<file path="src/rtl/adc_responder_if.sv">
// Handshake bundle between a sample consumer (master) and the converter
// model (slave): soc/ain toward the converter, eoc/x/nconv/err back.
interface adc_responder_if #(
    parameter int W = 8
);
    logic         soc;
    logic [W-1:0] ain;
    logic         eoc;
    logic [W-1:0] x;
    logic [15:0]  nconv;
    logic         err;

    modport master (
        output soc,
        output ain,
        input  eoc,
        input  x,
        input  nconv,
        input  err
    );

    modport slave (
        input  soc,
        input  ain,
        output eoc,
        output x,
        output nconv,
        output err
    );
endinterface

</file>
<file path="src/rtl/adc_responder.sv">
// Converter side of the soc/eoc handshake: captures ain on soc, stays busy
// for the acknowledge phase plus CONV_CYCLES edges, then publishes the sample.
module adc_responder #(
    parameter int CONV_CYCLES = 4,
    parameter int W           = 8
) (
    input  logic            clock,
    input  logic            reset,
    adc_responder_if.slave  bus
);
    localparam logic [1:0] READY = 2'd0;
    localparam logic [1:0] ACK   = 2'd1;
    localparam logic [1:0] CONV  = 2'd2;

    localparam logic [7:0] CNT_LOAD = 8'(CONV_CYCLES - 1);

    logic [1:0]   state;
    logic [7:0]   cnt;
    logic [W-1:0] hold;
    logic [W-1:0] x_r;
    logic [15:0]  nconv_r;
    logic         err_r;

    always_ff @(posedge clock) begin
        if (reset) begin
            state   <= READY;
            cnt     <= 8'd0;
            hold    <= '0;
            x_r     <= '0;
            nconv_r <= 16'd0;
            err_r   <= 1'b0;
        end else begin
            case (state)
                READY: begin
                    if (bus.soc) begin
                        hold  <= bus.ain;
                        state <= ACK;
                    end
                end
                ACK: begin
                    if (!bus.soc) begin
                        cnt   <= CNT_LOAD;
                        state <= CONV;
                    end
                end
                CONV: begin
                    // soc while busy is a protocol violation but never stalls the count
                    if (bus.soc) begin
                        err_r <= 1'b1;
                    end
                    if (cnt == 8'd0) begin
                        x_r     <= hold;
                        nconv_r <= nconv_r + 16'd1;
                        state   <= READY;
                    end else begin
                        cnt <= cnt - 8'd1;
                    end
                end
                default: state <= READY;
            endcase
        end
    end

    // eoc is high exactly when idle, so it falls and rises on the state edges
    assign bus.eoc   = (state == READY);
    assign bus.x     = x_r;
    assign bus.nconv = nconv_r;
    assign bus.err   = err_r;
endmodule
</file>
<file path="src/flat_wrapper.sv">
// flat-port wrapper written by rule: the top's interface ports become plain ports
module adc_responder_flat 
#(
    parameter int CONV_CYCLES = 4,
    parameter int W           = 8
)
  (clock, reset, bus_soc, bus_ain, bus_eoc, bus_x, bus_nconv, bus_err);
  adc_responder_if #(.W(W)) bus_i ();
  input  logic clock;
  input  logic reset;
  input wire logic [$bits(bus_i.soc)-1:0] bus_soc;
  input wire logic [$bits(bus_i.ain)-1:0] bus_ain;
  output wire logic [$bits(bus_i.eoc)-1:0] bus_eoc;
  output wire logic [$bits(bus_i.x)-1:0] bus_x;
  output wire logic [$bits(bus_i.nconv)-1:0] bus_nconv;
  output wire logic [$bits(bus_i.err)-1:0] bus_err;
  assign bus_i.soc = bus_soc;
  assign bus_i.ain = bus_ain;
  assign bus_eoc = bus_i.eoc;
  assign bus_x = bus_i.x;
  assign bus_nconv = bus_i.nconv;
  assign bus_err = bus_i.err;
  adc_responder #(.CONV_CYCLES(CONV_CYCLES), .W(W)) u_core (.clock(clock), .reset(reset), .bus(bus_i));
endmodule
</file>
<file path="config.mk">
export PLATFORM = sky130hd
export DESIGN_NAME = adc_responder_flat
export DESIGN_NICKNAME = d
export VERILOG_FILES = /design/src/rtl/adc_responder_if.sv /design/src/rtl/adc_responder.sv /design/src/flat_wrapper.sv
export SDC_FILE = /design/constraint.sdc
export NUM_CORES = 1
export LEC_CHECK = 0
export ABC_AREA = 0
export CAP_MARGIN = 20
export CELL_PAD_IN_SITES_DETAIL_PLACEMENT = 0
export CELL_PAD_IN_SITES_GLOBAL_PLACEMENT = 1
export CORE_MARGIN = 1
export CORE_UTILIZATION = 38
export DETAILED_ROUTE_END_ITERATION = 16
export GPL_TIMING_DRIVEN = 0
export PLACE_DENSITY_LB_ADDON = 0.08
export SYNTH_ARGS = -nofsm -noshare
export SYNTH_HDL_FRONTEND = slang
export SYNTH_SLANG_ARGS = --single-unit
</file>
<file path="constraint.sdc">
create_clock -name clock -period 2.3 [get_ports clock]
set_input_delay 0.46 -clock clock [delete_from_list [all_inputs] [get_ports clock]]
set_output_delay 0.46 -clock clock [all_outputs]
set_load 0.05 [all_outputs]
</file>
# Yosys cells after proc, flatten, opt, wreduce, memory -nomap -nowiden
# Cells that the tools add are included.
# Widths: inputs -> output; s select.
# op_classes
add_sub_neg	2
eq_ne	6
mux	7
n_reduce_logical	8
# op_table
operator	n
$add 16x1->16 const B	1
$mux 8	2
$pmux 8 s2	1
$logic_not 8->1	1
$sub 8x1->8 const B	1
$mux 2	3
$ne 2x2->1 const B	3
$pmux 2 s3	1
$reduce_and 2->1	3
$reduce_and 3->1	2
$eq 2x1->1 const B	1
$eq 2x2->1 const B	1
$logic_not 2->1	1
$ne 2x1->1 const B	1
$reduce_bool 2->1	1
# word_totals
register_bits	43
in_bits	11
output_inout_bits	26
word_cells	29

# Longest topological paths before layout
# logic_depth
ltp_word	3
depth_mapped	8
ltp_nobuf	6

# Least setup slack after synthesis
# OpenSTA, ideal clock, no wires.
# synth_path
path_type	register to register
start	reg u_core.nconv_r[2], in the netlist u_core.bus.nconv[2]
end	reg u_core.nconv_r[15], in the netlist u_core.bus.nconv[15]
setup_time_ns	0.121
arrival_ns	1.831
required_time_ns	2.179
slack_ns	0.348
stages_incl_launch_ff	5
n_path_buf	0
period_less_slack_ns	1.952
path_cell_list	dfxtp_1 > and4_1 > nand4_1 > nor4_1 > mux2_2
# synth_via
elab_chain_len	1
# synth_lines
item	line_no	text
from (decl)	adc_responder.sv:21	logic [15:0] nconv_r;
from (signal assigned)	adc_responder.sv:53	nconv_r <= nconv_r + 16'd1;
$add 16x1->16	adc_responder.sv:53	
# Every way passes these cells.
# A chain may end at the register's enable or synchronous reset.

# Final worst setup path
# layout_path
start	reg u_core.nconv_r[7], in the netlist u_core.bus.nconv[7]
end	out bus_nconv[7]
# layout_rtl
item	line_no	text
to (decl)	flat_wrapper.sv:15	output wire logic [$bits(bus_i.nconv)-1:0] bus_nconv;
# No word-level cell between the ends.

==> summary.txt <==
Pwr
  • Logic pwr share: 10.4%
  • Net Sw Power: 350.0 µW
  • Part of the power in registers: 53.5%
  • LEAKAGE: 0.8058 nW
  • Clk pwr share: 36.1%
  • Internal Power: 1.101 mW
  • Maximum vdd drop: 0.2977 mV
  • Power density cells: 599.6 nW/µm²
  • Sw Share: 24.12%

Cells and area
  • Synthesis-to-finish area growth: 29.36%
  • Share of cells above drive strength 1: 7.874%
  • Final core occ: 51.23%
  • Final nets: 267
  • Antenna cells: 0

CTS
  • Clk buf depth: 2
  • Num CTS Buffers: 5
  • Clock sink count: 43
  • CTS clk-pin slew, worst paths: 0.07 ns
  • CTS tree: done
  • Worst-skew pair later-pin latency: 0.29 ns
  • # H-tree levels: 2
  • CTS root buffer: clkbuf_8

STA
  • RSZ-0062 raised after global routing: no
  • Rel. slew slack: 59.49%
  • Worst Slack Setup Final: 0.2405 ns
  • Post-route minimum period: 2.059 ns
  • Max Transition Viols Final: 0
  • Finish-stage setup viols: 0
  • Clk_skew: 0.006641 ns
  • Final worst path period share: 89.54%
  • Measured slew at the worst slew-check pin: 0.6063 ns
  • Fin. Hold Viols: 0
  • FMAX: 0.4856 GHz

Setup path
  • Critical path required time: 1.84 ns
  • Worst r2r src: u_core.cnt[0]
  • Flop-to-flop setup slack: 0.26 ns
  • Crit path cell chain: clkdlybuf4s50_1
  • Max incr delay on CP: 0.85 ns
  • Cell family with most CP delay: buffers and inverters
  • Crit path from: u_core.bus.nconv[7]
  • Startpoint Class: flip-flop
  • Slowest CP cell: clkdlybuf4s50_1
  • CP bufs+invs: 1
  • WS Path Type: reg2out
  • Critical R2R Capture: u_core.bus.nconv[7]
  • Crit. End Element: primary output
  • Critical Path Sink: bus_nconv[7]
  • Data arrival, critical path: 1.60 ns
  • Register-to-Register Path Depth: 8
  • Critical path peak fanout: 8
  • Critical path depth: 1

Drt
  • First-pass DRT Iterations: 4
  • Post-route ant nets: 0
  • Vias: 1619
  • Via-to-Cell Ratio: 5.044
  • Drt total wl: 4096 µm
  • Drt wl/cell: 12.76 µm
  • Final routed DRC violation total: 0
  • Initial drt markers: 78

Synthesis
  • YS warnings: 0
  • Sequential share of the synthesized area: 46.02%
  • Dominant cell type by area after synthesis: dfxtp_1
  • Syn Inst Count: 210
  • Synth cell types: 36
  • Area contributors post-synth: dfxtp_1 46%, a21oi_1 6.4%, nor2_1 4.8%, nand2_1 4.6%, mux2i_1 4.3%
  • Most common cell in the synthesized netlist: dfxtp_1
  • Cell Area, Synth: 1871 µm²
  • Prevailing post-synth register cell: dfxtp_1
  • Synth cell count leaders: 43 x dfxtp_1, 24 x a21oi_1, 24 x nor2_1
  • Flops & latches, synth: 43
  • Number of synthesized flops with an enable pin: 0
  • Proportion of netlist area held by the largest area contributor: 46.02%
  • Avg Inst Size Synth: 8.907 µm²
  • Asr flop ratio synth: 0%
  • Syn_nets: 224

Die
  • Initial core utilization: 39.60%
  • Core area: 4723 µm²
  • Num rows: 25
  • Die height: 72.16 µm
  • Die area: 5207 µm²
  • IO Count: 37
  • Die width: 72.16 µm

Global route
  • First-pass GRT wire length: 6948 µm
  • Grt total ovfl: 0
  • Largest net degree at the start of global routing: 13
  • Vias in the first global route: 1500
  • Global Route Usage Sum: 17.13%
  • Initial antenna violation count: 0

Run
  • Max-cap violations: 0

Placed design
  • Detail Placement HPWL: 2917 µm
  • GP Congestion: 0.6791
  • Post-Place Worst Slack: -0.02319 ns
  • Port Buffers: 36

Hold path
  • Hold Path Class: reg2reg
  • Min-delay src: u_core.hold[4]

Outcome
  • Status: complete, no violations
-- tightest hold or removal path, stage by stage (launching register included) --
cell	delay [ns]
dfxtp_1	0.31
nand2_1	0.05
a21oi_1	0.05
-- placed cells by master (no fill, tap or decap), types with 4 or more instances in the layout --
| cell type | n |
|---|---|
| dfxtp_1 | 43 |
| o31ai_1 | 8 |
| clkdlybuf4s50_1 | 36 |
| a21oi_1 | 24 |
| xnor2_1 | 4 |
| o21ai_0 | 4 |
| clkbuf_8 | 7 |
| nand3_1 | 5 |
| nor2_1 | 24 |
| clkbuf_1 | 6 |
| mux2i_1 | 8 |
| nand2_1 | 23 |
| nand4_1 | 4 |
| xor2_1 | 4 |
| or4_1 | 9 |
| inv_1 | 5 |
-- area by class of cell --
| type | instances | area [µm²] |
|---|---|---|
| buffer | 9 | 43.79 |
| clock buffer | 8 | 100.1 |
| fill | 474 | 2303 |
| inverter | 5 | 18.77 |
| multi-input combinational | 153 | 952.2 |
| sequential | 43 | 860.8 |
| tap | 67 | 83.83 |
| timing repair buffer | 36 | 360.3 |
-- routing by layer --
layer  track usage [%]  routed length (µm)  part of all wire (%)
met1             23.98                2077                    51
met4             5.229                  43                   1.0
met2             25.44                1802                    44
met5                 0                   0                     0
met3             5.000                 172                   4.2
-- worst min path at each step --
stage                            to  cells past startpoint
floorplan           u_core.bus.x[0]                      2
global placement    u_core.bus.x[6]                      2
detailed placement  u_core.bus.x[2]                      2
CTS                 u_core.bus.x[2]                      2
global route        u_core.bus.x[6]                      2
finish              u_core.bus.x[4]                      2
-- logic make-up (layout without fill, tap and decap cells) --
logic type	count (synthesis)	after routing	synth area share, %
AOI/OAI and AO/OA	42	42	13.24
buffers and inverters	14	58	3.344
DFF	43	43	46.02
and+or+nand+nor	91	91	26.76
muxes	9	9	4.883
adders and majority gates	3	3	2.007
xor gates and xnor gates	8	8	3.745
-- flip-flops by register name, summed over array words and instances (netlist names) --
signal	cells
u_core.bus.err	1
u_core.bus.x	8
u_core.state	2
u_core.cnt	8
u_core.hold	8
u_core.bus.nconv	16
-- metrics by stage --
stage	area [µm²]	hold WS [ns]	total power [mW]	cells	setup TNS [ns]
finish	2420	0.4558	1.451	321	0
global route	2420	0.4794	1.523	321	0
CTS	2420	0.4618	1.475	321	0
detailed placement	2315	0.4488	0.9452	313	-0.02319
global placement	2315	0.4463	0.9448	313	-0.0006564
floorplan	1871	0.4313	0.8937	210	0
-- power groups by stage --
stage,logic (mW),clock network (mW),registers (mW)
after floorplan,0.0957,0,0.798
after global placement,0.151,0,0.794
after detailed placement,0.151,0,0.794
after CTS,0.153,0.545,0.777
after global routing,0.166,0.578,0.780
final,0.150,0.524,0.776
-- what timing repair did --
item	in CTS	in global routing
setup endpoints to repair	1	0
buffers inserted	0	0
resized for setup	1	0
hold buffers	0	0
hold endpoints to repair	0	0
No activity file was read; power rests on OpenSTA's default activity.
